File: src/rtl/ps2_frame_rx.sv
// ps2_frame_rx: PS/2 device-to-host frame receiver.
// Conditions the raw keyboard clock/data lines (two-flop synchroniser plus a
// glitch filter on the clock), then deserialises the 11-bit frame
// (start, 8 data bits LSB first, odd parity, stop). Each completed frame
// produces exactly one registered single-cycle pulse: rx_valid, parity_err
// or frame_err. A mid-frame stall longer than TIMEOUT_CYCLES aborts the frame
// with a frame_err pulse.
//
// Output strobe semantics: rx_valid, parity_err and frame_err are one-cycle
// pulses with no ready/acknowledge path; the consumer must sample them in the
// cycle they are high. rx_data is updated in the same cycle as rx_valid and
// then holds its value until the next good frame (or reset).

module ps2_frame_rx #(
   parameter int FILTER_LEN     = 8,
   parameter int TIMEOUT_CYCLES = 100000
) (
   input  logic       clk,
   input  logic       rst,
   input  logic       clk_pc2,
   input  logic       data_pc2,
   output logic [7:0] rx_data,
   output logic       rx_valid,
   output logic       parity_err,
   output logic       frame_err,
   output logic       busy
);

   // Frame-level states.
   localparam logic [1:0] ST_IDLE   = 2'd0;
   localparam logic [1:0] ST_DATA   = 2'd1;
   localparam logic [1:0] ST_PARITY = 2'd2;
   localparam logic [1:0] ST_STOP   = 2'd3;

   // Terminal counts. FILTER_LEN fits 8 bits, TIMEOUT_CYCLES fits 20 bits.
   localparam logic [7:0]  FILT_MAX = 8'(FILTER_LEN - 1);
   localparam logic [19:0] TO_MAX   = 20'(TIMEOUT_CYCLES - 1);

   // Synchroniser flops (idle level of both PS/2 lines is high).
   logic        clk_s1;
   logic        clk_s2;
   logic        dat_s1;
   logic        dat_s2;

   // Glitch filter on the synchronised clock.
   logic [7:0]  filt_cnt;
   logic        filt_clk;
   logic        filt_prev;
   logic        fall;

   // Frame deserialiser.
   logic [1:0]  state;
   logic [2:0]  bitcnt;
   logic [7:0]  shreg;
   logic        par_bit;
   logic        parity_ok;

   // Mid-frame stall detection.
   logic [19:0] to_cnt;
   logic        timeout;

   // Two-flop synchronisers for the asynchronous PS/2 lines.
   always_ff @(posedge clk) begin
      if (rst) begin
         clk_s1 <= 1'b1;
         clk_s2 <= 1'b1;
         dat_s1 <= 1'b1;
         dat_s2 <= 1'b1;
      end else begin
         clk_s1 <= clk_pc2;
         clk_s2 <= clk_s1;
         dat_s1 <= data_pc2;
         dat_s2 <= dat_s1;
      end
   end

   // Filtered clock follows the synced clock only after FILTER_LEN
   // consecutive differing samples; any agreeing sample restarts the count.
   always_ff @(posedge clk) begin
      if (rst) begin
         filt_cnt <= 8'd0;
         filt_clk <= 1'b1;
      end else if (clk_s2 != filt_clk) begin
         if (filt_cnt == FILT_MAX) begin
            filt_clk <= clk_s2;
            filt_cnt <= 8'd0;
         end else begin
            filt_cnt <= filt_cnt + 8'd1;
         end
      end else begin
         filt_cnt <= 8'd0;
      end
   end

   // Delayed copy of the filtered clock for falling-edge detection.
   always_ff @(posedge clk) begin
      if (rst) begin
         filt_prev <= 1'b1;
      end else begin
         filt_prev <= filt_clk;
      end
   end

   // One-cycle strobe on each filtered 1->0 transition; the data bit is
   // dat_s2 in this same cycle.
   assign fall = filt_prev & ~filt_clk;

   // Odd parity over data plus parity bit: total number of ones must be odd.
   assign parity_ok = ^{shreg, par_bit};

   // A stall timeout only counts when no strobe arrives in the same cycle.
   assign timeout = (state != ST_IDLE) && !fall && (to_cnt == TO_MAX);

   // Stall counter: held at zero in IDLE, cleared by every strobe mid-frame.
   always_ff @(posedge clk) begin
      if (rst) begin
         to_cnt <= 20'd0;
      end else if (state == ST_IDLE || fall || timeout) begin
         to_cnt <= 20'd0;
      end else begin
         to_cnt <= to_cnt + 20'd1;
      end
   end

   // Frame FSM, shift register and registered result pulses.
   always_ff @(posedge clk) begin
      if (rst) begin
         state      <= ST_IDLE;
         bitcnt     <= 3'd0;
         shreg      <= 8'h00;
         par_bit    <= 1'b0;
         rx_data    <= 8'h00;
         rx_valid   <= 1'b0;
         parity_err <= 1'b0;
         frame_err  <= 1'b0;
      end else begin
         rx_valid   <= 1'b0;
         parity_err <= 1'b0;
         frame_err  <= 1'b0;
         if (timeout) begin
            state     <= ST_IDLE;
            frame_err <= 1'b1;
         end else if (fall) begin
            case (state)
               ST_IDLE: begin
                  // A high data line on a falling edge is not a start bit;
                  // ignore it quietly.
                  if (!dat_s2) begin
                     state  <= ST_DATA;
                     bitcnt <= 3'd0;
                  end
               end
               ST_DATA: begin
                  // Right shift: the first (LSB) bit ends up in shreg[0].
                  shreg  <= {dat_s2, shreg[7:1]};
                  bitcnt <= bitcnt + 3'd1;
                  if (bitcnt == 3'd7) begin
                     state <= ST_PARITY;
                  end
               end
               ST_PARITY: begin
                  par_bit <= dat_s2;
                  state   <= ST_STOP;
               end
               ST_STOP: begin
                  // A bad stop bit outranks a bad parity bit.
                  if (!dat_s2) begin
                     frame_err <= 1'b1;
                  end else if (!parity_ok) begin
                     parity_err <= 1'b1;
                  end else begin
                     rx_data  <= shreg;
                     rx_valid <= 1'b1;
                  end
                  state <= ST_IDLE;
               end
               default: begin
                  state <= ST_IDLE;
               end
            endcase
         end
      end
   end

   assign busy = (state != ST_IDLE);

endmodule

File: config.mk
export PLATFORM = sky130hd
export DESIGN_NAME = ps2_frame_rx
export DESIGN_NICKNAME = d
export VERILOG_FILES = /design/src/rtl/ps2_frame_rx.sv
export SDC_FILE = /design/constraint.sdc
export NUM_CORES = 1
export LEC_CHECK = 0
export CAP_MARGIN = 20
export CORE_MARGIN = 8
export CORE_UTILIZATION = 30
export DETAILED_ROUTE_END_ITERATION = 7
export GPL_TIMING_DRIVEN = 0
export PLACE_DENSITY = 0.5
export SETUP_SLACK_MARGIN = 0.02
export SLEW_MARGIN = 40
export SYNTH_ARGS = -nofsm -noshare
export SYNTH_HDL_FRONTEND = slang
export SYNTH_SLANG_ARGS = --single-unit
File: constraint.sdc
create_clock -name clk -period 2.2 [get_ports clk]
set_clock_uncertainty 0.2 [all_clocks]
set_input_delay 0.55 -clock clk [delete_from_list [all_inputs] [get_ports clk]]
set_output_delay 0.55 -clock clk [all_outputs]
set_load 0.02 [all_outputs]
---- Word-level counts from Yosys, hierarchy flattened ----
Index checks and enable logic that the tools add are counted.
operators by class
  reductions and logical operators ........ 19
  eq/ne operators ......................... 9
  add/subtract/negate cells ............... 3
  multiplexer cells ....................... 11
  bitwise operators ....................... 7
operators with widths
  operator                                                                  count
  20-bit by 1-bit adder with 20-bit output (second input constant)          1
  20-bit by 17-bit equality test with 1-bit output (second input constant)  1
  3-bit AND reduction                                                       3
  9-bit XOR reduction                                                       1
  8-bit by 1-bit adder with 8-bit output (second input constant)            1
  8-bit by 3-bit equality test with 1-bit output (second input constant)    1
  2-bit case mux with 4 select lines                                        1
  1-bit 2-to-1 mux                                                          6
  1-bit NOT                                                                 6
  3-bit case mux with 2 select lines                                        1
  5-bit AND reduction                                                       1
  5-bit OR reduction                                                        1
  2-bit equality test (second input constant)                               2
  2-bit 2-to-1 mux                                                          2
  2-bit inequality test (second input constant)                             2
  4-bit AND reduction                                                       1
  2-bit nonzero test                                                        2
  2-bit OR reduction                                                        2
  3-bit by 1-bit adder with 3-bit output (second input constant)            1
  3-bit equality test (second input constant)                               1
  3-bit 2-to-1 mux                                                          1
  3-bit OR reduction                                                        1
  2-bit by 1-bit equality test with 1-bit output (second input constant)    1
  1-bit logical AND                                                         2
  6 further kinds                                                           7
word-level totals
  output and inout bits ................... 12
  input bits .............................. 4
  logic and storage cells ................. 65
  register bits after elaboration ......... 59

---- Longest topological paths before layout ----
  word-level depth ........................ 7
  mapped depth ............................ 8
  depth with buffers taken out ............ 6

---- Least setup slack after synthesis ----
OpenSTA, ideal clock, no wires.
  path kind ............................... register to register
  start ................................... reg to_cnt[0]
  end ..................................... reg to_cnt[19]
  stages on the path, launching flop included .. 9
  period minus slack after synthesis ...... 2.073 ns
  buffers on the path ..................... 2
  library setup time ...................... 0.115 ns
  data required time ...................... 1.885 ns
  arrival ................................. 1.758 ns
  path slack .............................. 0.127 ns
  path through ............................ dfxtp_1 ha_1 and3_1 buf_2 nand3_1 or4_1 nand2_2 buf_4 nor2_1
between the ends
  longest elaborated chain between the ends .. 4
ends and longest elaborated chain
  element                                                                                           line  RTL
  start: declaration                                                                                59    logic [19:0] to_cnt;
  start signal: assignment                                                                          121   to_cnt <= to_cnt + 20'd1;
  parallel branches: the longest is 4 deep, another holds 20-bit by 1-bit adder with 20-bit output  -
Several ways; the timed one is not identified.
A chain may end at the register's enable or synchronous reset.

---- Final worst setup path ----
  start ................................... reg state[1]
  end ..................................... out busy
between the ends
  longest elaborated chain between the ends .. 1
ends and longest elaborated chain
  element                   line  RTL
  start: declaration        52    logic [1:0] state;
  start signal: assignment  128   state <= ST_IDLE;
  start signal: assignment  141   state <= ST_IDLE;
  start signal: assignment  149   state <= ST_DATA;
  2-bit nonzero test        185   assign busy = (state != ST_IDLE);
  end: declaration          26    output logic busy
Every way passes these cells.

==> impl_metrics.yaml <==
worst_setup_path:
  cp.arrival_ns: 1.31
  critPathKind: "flop to output port"
  cp-start-kind: "flop"
  r2r-end: "state[0]"
  critical_path_peak_fanout: 6
  r2r_start: "to_cnt[0]"
  worstPathRequired_ns: 1.45
  cp-end-kind: "output port"
  worstRegToRegCells: 7
  crit_path_start: "state[1]"
  r2r_setup_slack_ns: 0.16
die:
  fp.dieH_um: 108
  initial_utilization_pct: 30.9
  die_w_um: 108
  design.core.area_um2: 8260
  pin_count: 16
  row_count: 33
  die-area_um2: 11700
cts:
  clockBufferDepth: 2
  h-tree-depth: 3
  path_clk_slew_ns: 0.06
  cts-hold-fix-buffers: 0
  clock_sinks: 59
  cts_buffers: 9
  post_cts_buffers: 0
  clock_latency_ns: 0.34
  root_buffer: "clkbuf_8"
  cts_tree: "yes"
global_route:
  grt_max_degree: 18
  grt_use_total_pct: 9.23
  grt_pass1_wl_mm: 8.57
  antenna_found_initial: 0
  grt_overflow: 0
  grt_pass1_vias: 1841
power:
  p_per_area_nw_per_um2: 653
  max-vdd-ir-drop_mv: 0.387
  p_leak_uw: 0.00101
  power_uw: 1990
routing:
  vias: 1855
  ant_nets: 0
  drt_first_pass_iters: 4
  viasPerCell: 4.49
  wirelength_mm: 4.69
  drc: 0
  routedWlPerCell_um: 11.4
  drt_iter0_markers: 49
synth:
  synth_edf_count: 0
  synth-async-reset-ratio_pct: 0
  syn_inst: 278
  syn_nets: 291
  synth_area_leader_cell: "dfxtp_1"
  ys.flop_type: "dfxtp_1"
  ys_top_cells_by_area: "dfxtp_1 46%, xnor2_1 6.9%, nor2_1 4.6%"
  synth.distinct_cells: 38
  yosysWarnings: 0
  synth.cell_area_um2: 2550
  synth_area_per_cell_um2: 9.19
  ys_seq_elements: 59
  synth_top_area_share_pct: 46.2
  yosysSeqAreaShare_pct: 46.2
  synth_most_common_cell: "dfxtp_1"
  yosys-top-cells-count: "59 x dfxtp_1, 31 x nor2_1, 22 x nand3_1"
timing:
  hold_viol: 0
  rsz0062_at_grt: "yes"
  tns_ns: 0
  setup_violations: 0
  worstMarginPinSlew_ns: 0.760
  min_period_ns: 2.06
  slew_headroom_pct: 48.9
  holdWs_ns: 0.209
  drv_slew: 0
  fmax_mhz: 486
  fin_crit_sh_pct: 93.6
min_path:
  worstHoldStart: "clk_s1"
  min_to: "clk_s2"
  whs_path_depth: 1
  min_path_type: "flop to flop"
place:
  place.gp.congestion: 0.744
  dp_cells: 398
  io_buffers: 15
  hpwl_mm: 3.37
finish:
  area_growth_pct: 19.1
  fillers: 869
  fin_cells: 413
  drive_above_1_share_pct: 9.74
  antenna_cells: 0
  final_nets: 316
status:
  outcome: "finished, final reports clean"
flow_run:
  maxCapViolCount: 0
==> final cells by class <==
type | count | area (um2) | share of cell area [%]
multi-input combinational | 200 | 1330 | 43.6
sequential | 59 | 1180 | 38.9
clock buffer | 14 | 163 | 5.35
timing repair buffer | 15 | 151 | 4.98
tap | 105 | 131 | 4.32
buffer | 10 | 47.5 | 1.56
inverter | 8 | 30.0 | 0.987
clock inverter | 2 | 10.0 | 0.329
==> critical path: stages (launching register included) <==
cell and delay, ns:
dfxtp_2 0.34, inv_1 0.13, ha_4 0.20, inv_1 0.05
clkdlybuf4s15_2 0.25
==> layout by cell type, fill, tap and decap left out, types with 2 or more instances in the layout <==
master / netlist / final
clkbuf_1: 7 / 10
or2b_1: 2 / 2
inv_1: 8 / 7
and3_1: 5 / 5
a32oi_1: 2 / 2
or2_2: 5 / 5
clkbuf_8: 0 / 11
buf_2: 2 / 2
nand2_1: 20 / 20
nand3_1: 22 / 22
nand4_1: 3 / 3
o21ai_1: 2 / 2
o21ai_0: 2 / 2
mux2i_1: 8 / 8
a21oi_1: 11 / 11
ha_1: 9 / 8
nor4_1: 3 / 3
xnor2_1: 20 / 20
nor2b_1: 3 / 3
dfxtp_2: 0 / 2
clkdlybuf4s50_1: 0 / 14
clkinv_2: 0 / 2
nand2b_1: 13 / 13
nor3_1: 11 / 11
dfxtp_1: 59 / 57
xor2_1: 12 / 12
and4_1: 3 / 3
nor2_1: 31 / 31
==> kinds of logic (layout without fill, tap and decap cells) <==
logic type      after synthesis  in the layout  synth area share, %
compound gates               21             21                 5.00
xor+xnor                     33             33                 11.9
fa+ha+maj                     9              9                 4.41
buf+inv                      19             49                 3.33
flops                        59             59                 46.2
mux                           8              8                 3.13
simple gates                129            129                 26.1
==> metrics by stage <==
step           utilization [%]  setup slack, ns  cell area, um2
2_1_floorplan                -            0.127            2550
3_3_place_gp              34.3           -0.181            2840
3_5_place_dp              34.3           -0.170            2840
4_1_cts                   36.6           0.0285            3020
5_1_grt                   36.8           0.0141            3040
6_report                  36.8            0.142            3040
==> worst max-delay path by stage <==
stage	end	slack [ns]	cells after the start
global placement	to_cnt[19]	-0.18	8
CTS	busy	0.03	4
global route	state[0]	0.01	5
floorplan	to_cnt[19]	0.13	8
finish	busy	0.14	4
detailed placement	to_cnt[15]	-0.17	8
==> state kept, by name, summed over array words and instances, names as in the netlist <==
name and flops:
rx_data 8, filt_prev 1, to_cnt 20, clk_s2 1, state 2, par_bit 1
dat_s1 1, frame_err 1, shreg 8, rx_valid 1, filt_clk 1, filt_cnt 8
parity_err 1, bitcnt 3, clk_s1 1, dat_s2 1
==> what timing repair did <==
| item | CTS | global route |
|---|---|---|
| gates resized for setup | 7 | 5 |
| setup endpoints to repair | 14 | 21 |
| pin swaps | 0 | 1 |
==> report_power, final <==
group / internal [uW] / leakage, uW / switching, uW
logic: 17.8 / 0.000438 / 18.9
clock network: 468 / 0.0000905 / 403
registers: 1070 / 0.000477 / 3.61
==> metal layers <==
metal	track usage [%]	wire length, um	vias up
met5	0	0	-
li1	-	-	984
met4	4.99	114	0
met3	3.39	182	12
met2	13.8	1970	19
met1	11.3	2430	840
(Power assumes the default switching activity.)
